`src/rtl/sd_sb_initiator.sv`:
```
// sd_sb_initiator
//   Host-side front end for a tagged scoreboard. Read requests get the
//   lowest free transaction id (txid), and the host item id is remembered
//   per txid. When the scoreboard answers, the stored item id is paired with
//   the returned data. Update requests pass straight through with txid 0 and
//   expect no answer.
//
// Parameters
//   width    data/mask bit width
//   items    scoreboard entry count
//   txid_sz  transaction-id width (2**txid_sz tags)
//   asz      item-id width
//
// Ports
//   clk, reset                 clock, asynchronous active-high reset
//   c_*                        host request (c_req_type 1=update, 0=read)
//   p_*                        request towards the scoreboard (registered)
//   r_*                        scoreboard read response
//   o_*                        read return to host (registered)
//   outstanding                number of reads in flight
//   err                        sticky unknown-txid flag
//
// Build option
//   SD_SB_INIT_ERRCHK_EN       when defined, responses carrying a txid that is
//                              not in flight are swallowed and set err until
//                              reset. Otherwise err is 0 and every response
//                              is forwarded.

module sd_sb_initiator #(
  parameter int width   = 32,
  parameter int items   = 32,
  parameter int txid_sz = 5,
  parameter int asz     = $clog2(items)
) (
  input  logic               clk,
  input  logic               reset,

  input  logic               c_srdy,
  output logic               c_drdy,
  input  logic               c_req_type,
  input  logic [width-1:0]   c_mask,
  input  logic [width-1:0]   c_data,
  input  logic [asz-1:0]     c_itemid,

  output logic               p_srdy,
  input  logic               p_drdy,
  output logic               p_req_type,
  output logic [txid_sz-1:0] p_txid,
  output logic [width-1:0]   p_mask,
  output logic [width-1:0]   p_data,
  output logic [asz-1:0]     p_itemid,

  input  logic               r_srdy,
  output logic               r_drdy,
  input  logic [txid_sz-1:0] r_txid,
  input  logic [width-1:0]   r_data,

  output logic               o_srdy,
  input  logic               o_drdy,
  output logic [asz-1:0]     o_itemid,
  output logic [width-1:0]   o_data,

  output logic [txid_sz:0]   outstanding,
  output logic               err
);

  localparam int ntags = 2 ** txid_sz;

  logic [ntags-1:0]   busy;
  logic [asz-1:0]     tag_table [ntags];

  logic [txid_sz-1:0] free_id;
  logic               txid_free;
  logic               c_accept;
  logic               rd_alloc;
  logic               r_accept;
  logic               r_forward;
  logic [ntags-1:0]   busy_set;
  logic [ntags-1:0]   busy_clr;
  logic [txid_sz:0]   busy_count;

  // Lowest-numbered free tag. Scanning downward lets the lowest index win.
  always_comb begin
    free_id   = '0;
    txid_free = 1'b0;
    for (int i = ntags - 1; i >= 0; i--) begin
      if (!busy[i]) begin
        free_id   = txid_sz'(i);
        txid_free = 1'b1;
      end
    end
  end

  // Reads additionally need a free tag; updates only need buffer space.
  assign c_drdy   = (~p_srdy | p_drdy) & (c_req_type | txid_free);
  assign c_accept = c_srdy & c_drdy;
  assign rd_alloc = c_accept & ~c_req_type;

  assign r_drdy   = ~o_srdy | o_drdy;
  assign r_accept = r_srdy & r_drdy;

`ifdef SD_SB_INIT_ERRCHK_EN
  logic r_known;
  assign r_known   = busy[r_txid];
  assign r_forward = r_accept & r_known;
`else
  assign r_forward = r_accept;
  assign err       = 1'b0;
`endif

  // Allocation looks at the registered busy vector, so a tag freed on this
  // edge only becomes allocatable from the next edge on. The allocated tag
  // is never the one being freed because it is not busy now.
  assign busy_set = rd_alloc ? ({{(ntags-1){1'b0}}, 1'b1} << free_id) : '0;
  assign busy_clr = r_accept ? ({{(ntags-1){1'b0}}, 1'b1} << r_txid)  : '0;

  // Reads in flight is simply the number of busy tags.
  always_comb begin
    busy_count = '0;
    for (int i = 0; i < ntags; i++) begin
      busy_count = busy_count + (txid_sz+1)'(busy[i]);
    end
  end
  assign outstanding = busy_count;

  // Control state: tag ownership and the two buffer valid flags.
  always_ff @(posedge clk or posedge reset) begin
    if (reset) begin
      busy   <= '0;
      p_srdy <= 1'b0;
      o_srdy <= 1'b0;
    end else begin
      busy <= (busy & ~busy_clr) | busy_set;
      if (c_accept)
        p_srdy <= 1'b1;
      else if (p_drdy)
        p_srdy <= 1'b0;
      if (r_forward)
        o_srdy <= 1'b1;
      else if (o_drdy)
        o_srdy <= 1'b0;
    end
  end

`ifdef SD_SB_INIT_ERRCHK_EN
  // Sticky flag for responses whose txid is not currently in flight.
  always_ff @(posedge clk or posedge reset) begin
    if (reset)
      err <= 1'b0;
    else if (r_accept && !r_known)
      err <= 1'b1;
  end
`endif

  // Payload registers and the txid table carry no reset; their contents are
  // only meaningful while the matching valid flag or busy bit is set.
  always_ff @(posedge clk) begin
    if (c_accept) begin
      p_req_type <= c_req_type;
      p_txid     <= c_req_type ? '0 : free_id;
      p_mask     <= c_mask;
      p_data     <= c_data;
      p_itemid   <= c_itemid;
    end
    if (rd_alloc)
      tag_table[free_id] <= c_itemid;
    if (r_forward) begin
      o_data   <= r_data;
      o_itemid <= tag_table[r_txid];
    end
  end

endmodule

```
`config.mk`:
```
export PLATFORM = sky130hd
export DESIGN_NAME = sd_sb_initiator
export DESIGN_NICKNAME = d
export VERILOG_FILES = /design/src/rtl/sd_sb_initiator.sv
export SDC_FILE = /design/constraint.sdc
export NUM_CORES = 1
export LEC_CHECK = 0
export BUFFER_PORTS_ARGS = -buffer_cell sky130_fd_sc_hd__buf_2
export CORE_MARGIN = 2
export CORE_UTILIZATION = 50
export CTS_CLUSTER_SIZE = 8
export DETAILED_ROUTE_END_ITERATION = 12
export MAX_ROUTING_LAYER = met4
export PLACE_DENSITY = 0.84
export SLEW_MARGIN = 20
export SYNTH_ARGS = -nofsm -noshare
export SYNTH_HDL_FRONTEND = slang
export SYNTH_SLANG_ARGS = --single-unit
```
`constraint.sdc`:
```
create_clock -name clk -period 6.1 [get_ports clk]
set_input_delay 1.525 -clock clk [delete_from_list [all_inputs] [get_ports clk]]
set_output_delay 1.525 -clock clk [all_outputs]
set_load 0.03 [all_outputs]
```
==> run_results.csv, run 1 <==
group,metric,value,unit
worst_setup_path,path_max_fanout,2,
global_route,antenna_found_initial,0,
cts,hold_buffers,0,
finish,num-nets-final,1106,
logic_synthesis,syn_inst,676,
logic_synthesis,yosysMostFrequentCell,"edfxtp_1",
worst_hold_path,hold_class,"reg -> reg",
logic_synthesis,syn_area,12200,um^2
cts,clockBufferDepth,3,
power,ir_drop,0.6485,mV
detailed_routing,via_count,7462,
detailed_routing,routed_wl,32070,um
sta,max_freq,0.1503,GHz
finish,final_layout_size_suffix_gt1_frac,0.3845,
logic_synthesis,seq_area_frac_synth,0.7394,
logic_synthesis,synth_edf_count,272,
logic_synthesis,yosys.area_share.simple,0.05047,
placement,place.gp.congestion,0.9005,
floorplanning,start_util,0.5060,
detailed_routing,dr.pass1.iters,5,
sta,finalHoldViolCount,0,
logic_synthesis,yosysUniqueCellTypes,49,
sta,layout_setup_ws,-0.5553,ns
placement,dp_cells,1238,
logic_synthesis,synthArstFlopShare,0.1111,
logic_synthesis,ys_warn_count,0,
run,maxCapViolCount,0,
cts,cts_max_level,2,
cts,cts_inserted_buffers,44,
power,p_sw,2087,uW
cts,tritoncts,"done",
floorplanning,die_y,160.2,um
sta,tightest_slew,1.135,ns
detailed_routing,vias_per_cell,5.731,
power,pwr-share-clk,0.324,
worst_setup_path,cpLargestDelayFamily,"adder cells",
worst_setup_path,critPathMostFrequentCell,"fa_1",
floorplanning,die_x,160.2,um
sta,period_share,1.091,
sta,final-setup-viol-count,5,
worst_setup_path,worstSetupPathType,"reg -> out",
logic_synthesis,synthMuxAreaShare,0.09693,
power,power_density,438.0,nW/um^2
worst_setup_path,crit_slowest_cell,"fa_1",
floorplanning,io_pins,236,
global_route,grt_use_total,0.2611,
worst_setup_path,worstSetupStartpointType,"register",
power,p_int,4553,uW
logic_synthesis,yosys.area.top_type,"edfxtp_1",
outcome,violations,"setup timing",
floorplanning,coreArea,24110,um^2
detailed_routing,drcViolationCount,0,
logic_synthesis,synth_top_area_frac,0.6696,
global_route,gr-total-overflow,0,
outcome,status,"finished, violations left",
detailed_routing,ant_nets,0,
logic_synthesis,synth-adder-area-share,0.04657,
logic_synthesis,ys_ff_latch,306,
logic_synthesis,synth_compound_area_frac,0.04257,
sta,rsz0062_at_grt,"yes",
sta,skew,0.01984,ns
sta,slew_headroom,0.2432,
finish,post-route-util,0.6288,
logic_synthesis,syn_area_per_cell,18.04,um^2
finish,synthToLayoutAreaGrowth,24.27,%
worst_setup_path,end_kind,"output pin",
sta,finalMaxSlewViolations,0,
cts,clk_pin_slew,0.05,ns
placement,dp_hpwl,22000,um
worst_setup_path,path_cells,"fa_1 -> inv_1 -> fa_1 -> inv_2 -> fa_1 -> inv_1 -> fa_1 -> fa_1 -> fa_1 -> inv_2 -> ha_4 -> inv_2 -> fa_2 -> inv_1 -> a21o_1 -> a21oi_2 -> xnor2_2 -> buf_6",
worst_setup_path,crit_required,4.58,ns
worst_setup_path,cp.arrival,5.13,ns
power,switching_share,0.3143,
power,p_leak,0.005663,uW
power,combPwrFrac,0.309,
logic_synthesis,ys.flop_type,"edfxtp_1",
finish,fin_cells,1302,
power,seqPwrFrac,0.367,
logic_synthesis,synth_common_cells,"272 x edfxtp_1, 50 x mux4_2, 43 x inv_1, 38 x nor2_1, 37 x o21ai_1",
cts,cts.sinks,306,
worst_setup_path,crit_buf_inv,7,
logic_synthesis,synth_top_family_by_area,"multiplexers",
logic_synthesis,synthTopCellsByArea,"edfxtp_1 67%, mux4_2 9.2%, dfrtp_1 7.0%",
floorplanning,die_area,25660,um^2
global_route,grt_max_degree,76,
detailed_routing,initialDrtViolationCount,988,
placement,io_buffers,234,
logic_synthesis,synth_nets,820,
detailed_routing,wl_per_cell,24.63,um
cts,clock_latency,0.54,ns
cts,cts_root_buf,"clkbuf_16",
floorplanning,num_rows,57,
finish,diodes,0,
logic_synthesis,synthXorXnorAreaFrac,0.002154,
global_route,grt_pass1_vias,7569,
sta,finalCriticalPeriod,6.655,ns
finish,fill_cells,1681,
global_route,grt_first_pass_wirelength,48130,um
worst_setup_path,crit_path_max_incr_delay,0.54,ns
-- layout by cell type (no fill, tap or decap), drive strengths merged, types with 2 or more instances in the layout --
cell type / n
edfxtp: 272
buf: 260
o21ai: 70
clkbuf: 58
mux4: 50
inv: 45
nor2: 38
dfrtp: 34
nand2: 25
fa: 24
nand2b: 12
nand4: 12
nor2b: 9
ha: 7
nand3: 6
mux2: 5
nor3: 5
a21oi: 5
a31oi: 4
a21boi: 3
xnor2: 3
nor4: 3
a21o: 2
and3: 2
nand3b: 2
and2: 2
or2: 2
-- timing repair --
item	CTS	global route
setup buffers	1	1
setup endpoints to repair	5	6
gates cloned	0	0
resized for setup	17	4
pin swaps	5	3
-- state kept, by name, indices dropped and copies added (netlist names) --
register,flops
p_txid,5
o_srdy,1
p_itemid,5
busy,32
tag_table,160
p_req_type,1
p_data,32
o_itemid,5
p_srdy,1
p_mask,32
o_data,32
-- path summary, 6_finish.rpt --
path,from,cells after the start,endpoint,slack (ns)
min in group asynchronous,reset,3,busy[23]$_DFF_PP0_,1.09
worst max-delay path,busy[17]$_DFF_PP0_,18,outstanding[4],-0.56
max in group asynchronous,reset,3,busy[2]$_DFF_PP0_,4.68
worst max register to register,busy[14]$_DFF_PP0_,6,tag_table[29][0]$_DFFE_PP_,2.91
worst min-delay path,p_srdy$_DFFE_PP0P_,2,p_srdy$_DFFE_PP0P_,0.52
worst min register to register,p_srdy$_DFFE_PP0P_,2,p_srdy$_DFFE_PP0P_,0.52
-- tightest hold or removal path, stage by stage (launching register included) --
cell and delay (ns):
dfrtp_1 0.35, nand2b_1 0.08, nand2_1 0.06
-- stage by stage --
step                 TNS, ns  hold WS [ns]  cell area (um^2)  worst slack (ns)  power, uW
detailed placement   -0.1975        0.5069             13870           -0.1573       4144
finish                -2.232        0.5242             15160           -0.5553       6640
floorplan                  0        0.5372             12210          0.002117       3614
CTS                   -2.125        0.5228             15140           -0.5319       6566
global placement    -0.08322        0.4963             13870          -0.08322       4095
global route          -3.110        0.5627             15160           -0.7323       6920
-- area by class of cell --
cell class / instances / area (um^2) / area share
Clock buffer: 58 / 1154 / 0.07610
Timing Repair Buffer: 260 / 1404 / 0.09261
Tap cell: 324 / 405.4 / 0.02674
Clock inverter: 4 / 55.05 / 0.003632
Sequential cell: 306 / 9019 / 0.5950
Inverter: 43 / 161.4 / 0.01065
Multi-Input combinational cell: 307 / 2960 / 0.1953
-- metal layers --
metal / vias to the layer above / GRT usage / wire (um)
li1: 3184 / - / -
met1: 3779 / 0.3035 / 11410
met2: 440 / 0.4532 / 17060
met3: 59 / 0.05584 / 2558
met4: 0 / 0.09050 / 1049
met5: - / - / 0
-- cell families after synthesis --
kind of cell	after synthesis
AO/OA/AOI/OAI	94
XOR/XNOR	3
adder cells (fa/ha/maj)	31
buffers and inverters	63
flip-flops	306
multiplexers	55
other	1
AND/OR/NAND/NOR	123
-- power groups by stage --
| stage | clock network (uW) | registers [uW] | logic, uW |
|---|---|---|---|
| 6_report | 2150 | 2440 | 2050 |
| 5_1_grt | 2260 | 2450 | 2220 |
| 4_1_cts | 2160 | 2440 | 1970 |
| 3_5_place_dp | 0 | 2470 | 1670 |
| 3_3_place_gp | 0 | 2470 | 1620 |
| 2_1_floorplan | 0 | 2560 | 1050 |
Power figures use the tool's default switching activity.
==> inputs of run 2 (changes only) <==
- CORE_UTILIZATION: 50 -> 52
- CTS_BUF_LIST: not set -> sky130_fd_sc_hd__clkbuf_8
- PLACE_DENSITY: 0.84 -> 0.87
==> run 2 against run 1 <==
Compared with the run above:
- sequential power about the same
- register-to-register slack got worse by 0.16 ns
- power fell by 8.3%
- hold slack lost 0.0052 ns
- clock skew increased by 0.012 ns
- highest routed layer unchanged
- combinational power rose by 8%
- count of clock-buffer cells in the layout decreased by 9
- largest cell class unchanged
- clock power decreased by 33%
- final area fell by 3.0%
- the run still ends with setup timing left
==> run_results.csv, run 2 (synthesis results as in run 1) <==
group,metric,value,unit
outcome,status,"finished, violations left",
outcome,violations,"setup timing",
finish,synthToLayoutAreaGrowth,20.57,%
worst_hold_path,hold_end,"p_srdy$_DFFE_PP0P_",
sta,layout_setup_ws,-0.6696,ns
cts,clock_latency,0.57,ns
power,p_int,4044,uW
floorplanning,num_rows,56,
detailed_routing,dr.pass1.iters,6,
worst_hold_path,min_delay_path_depth,2,
power,power_density,414.2,nW/um^2
placement,dp_hpwl,20970,um
worst_setup_path,r2r_end,"tag_table[24][2]$_DFFE_PP_",
worst_hold_path,worstHoldStart,"p_srdy$_DFFE_PP0P_",
cts,clockBufferDepth,3,
placement,preCtsSetupSlack,-0.1338,ns
finish,largest_register_ff_count,160,
global_route,grt_first_pass_wirelength,42500,um
floorplanning,io_pins,236,
worst_setup_path,crit_required,4.58,ns
placement,io_buffers,234,
global_route,grt_max_degree,76,
finish,regMostFlops,"tag_table",
detailed_routing,drcViolationCount,0,
worst_hold_path,hold_class,"reg -> reg",
cts,cts.sinks,306,
finish,fill_cells,1586,
detailed_routing,initialDrtViolationCount,981,
sta,rsz0062_at_grt,"yes",
power,seqPwrFrac,0.400,
floorplanning,start_util,0.5244,
worst_setup_path,worstRegToRegCells,6,
floorplanning,die_y,157.2,um
worst_setup_path,cp.arrival,5.24,ns
sta,finalMaxSlewViolations,0,
sta,slew_headroom,0.2527,
sta,fin_hold_ws,0.5190,ns
sta,final-setup-viol-count,5,
worst_setup_path,cp-startpoint,"busy[23]$_DFF_PP0_",
cts,hold_buffers,0,
floorplanning,die_x,157.2,um
worst_setup_path,r2r_start,"busy[14]$_DFF_PP0_",
worst_setup_path,end_kind,"output pin",
global_route,antenna_found_initial,2,
sta,skew,0.03177,ns
global_route,gr-total-overflow,0,
finish,layout_commonest_cell,"edfxtp_1",
sta,period_share,1.110,
finish,final_layout_size_suffix_gt1_frac,0.3841,
floorplanning,die_area,24700,um^2
power,combPwrFrac,0.362,
cts,cts_max_level,2,
worst_setup_path,worstSetupStartpointType,"register",
power,ir_drop,0.6576,mV
finish,final_cell_mix,"272 x edfxtp_1, 228 x buf_2, 55 x inv_1",
worst_setup_path,worstSetupPathType,"reg -> out",
sta,finalCriticalPeriod,6.770,ns
sta,finalHoldViolCount,0,
sta,max_freq,0.1477,GHz
detailed_routing,routed_wl,29690,um
cts,clk_pin_slew,0.06,ns
global_route,grt_pass1_vias,7420,
run,maxCapViolCount,0,
cts,cts_inserted_buffers,46,
detailed_routing,ant_nets,0,
detailed_routing,wl_per_cell,22.75,um
worst_setup_path,reg2reg_slack,2.75,ns
cts,cts_root_buf,"clkbuf_8",
power,pwr-share-clk,0.238,
floorplanning,coreArea,23260,um^2
power,p_leak,0.005523,uW
detailed_routing,vias_per_cell,5.697,
sta,tightest_slew,1.121,ns
global_route,grt_use_total,0.2408,
power,switching_share,0.3362,
finish,num-nets-final,1105,
detailed_routing,via_count,7435,
power,p_sw,2048,uW
cts,tritoncts,"done",
placement,place.gp.congestion,0.8833,
worst_setup_path,path_max_fanout,2,
run 2: changes by cell type in the layout (fill, tap and decap cells not counted), sizes merged:
cell,before,now
inv,45,60
clkbuf,58,49
diode,0,2
buf,260,257
clkinv,1,4
run 2: metal layers:
layer / vias up / GRT usage / wire, um
met4: 0 / 0.09827 / 1238
met3: 95 / 0.05837 / 2939
met5: - / - / 0
li1: 3165 / - / -
met1: 3687 / 0.2763 / 10330
met2: 488 / 0.4090 / 15180
run 2: critical path, cell delays in order, from the launching register on:
cell and delay, ns:
dfrtp_1 0.37, inv_1 0.07, fa_1 0.50, fa_1 0.54
inv_2 0.04, fa_1 0.47, inv_1 0.05, fa_1 0.52
fa_1 0.45, fa_1 0.49, inv_2 0.08, ha_4 0.13
inv_2 0.04, fa_2 0.35, buf_4 0.14, buf_6 0.11
xnor2_4 0.17, buf_6 0.16
run 2: power by group through the flow:
stage	Sequential (uW)	Clock, uW	Combinational (uW)
after global routing	2440	1550	2320
after floorplan	2560	0	1050
after detailed placement	2470	0	1630
after CTS	2430	1470	1900
after global placement	2470	0	1580
final	2440	1450	2210
run 2: final cells by class:
type                    instances  area [um^2]  share of cell area
flip-flops and latches        306         9019              0.6132
diodes                          2        5.005           0.0003403
inverters                      43        161.4             0.01098
multi-input cells             307         2972              0.2021
repair buffers                257         1381             0.09393
well taps                     319        399.1             0.02714
clock buffers                  49        674.4             0.04586
clock inverters                22        95.09            0.006466
run 2: how the worst max path moves through the flow:
| stage | endpoint | slack, ns |
|---|---|---|
| after floorplan | outstanding[4] | 0.002 |
| after global placement | outstanding[4] | -0.09 |
| after detailed placement | outstanding[4] | -0.13 |
| after CTS | outstanding[4] | -0.60 |
| after global routing | outstanding[4] | -0.81 |
| final | outstanding[2] | -0.67 |
run 2: repair_timing:
| item | in CTS | in global routing |
|---|---|---|
| resized for setup | 14 | 8 |
| setup buffers | 1 | 3 |
| setup endpoints to repair | 5 | 6 |
| pin swaps | 8 | 4 |
run 2: metrics by stage:
step	setup TNS, ns	instances	instance area [um^2]	utilization	power, uW
4_1_cts	-2.373	1300	14650	0.6296	5798
5_1_grt	-3.460	1305	14710	0.6322	6309
2_1_floorplan	0	676	12210	-	3614
3_3_place_gp	-0.09182	1228	13830	0.5943	4051
6_report	-2.815	1305	14710	0.6322	6092
3_5_place_dp	-0.1449	1228	13830	0.5943	4100
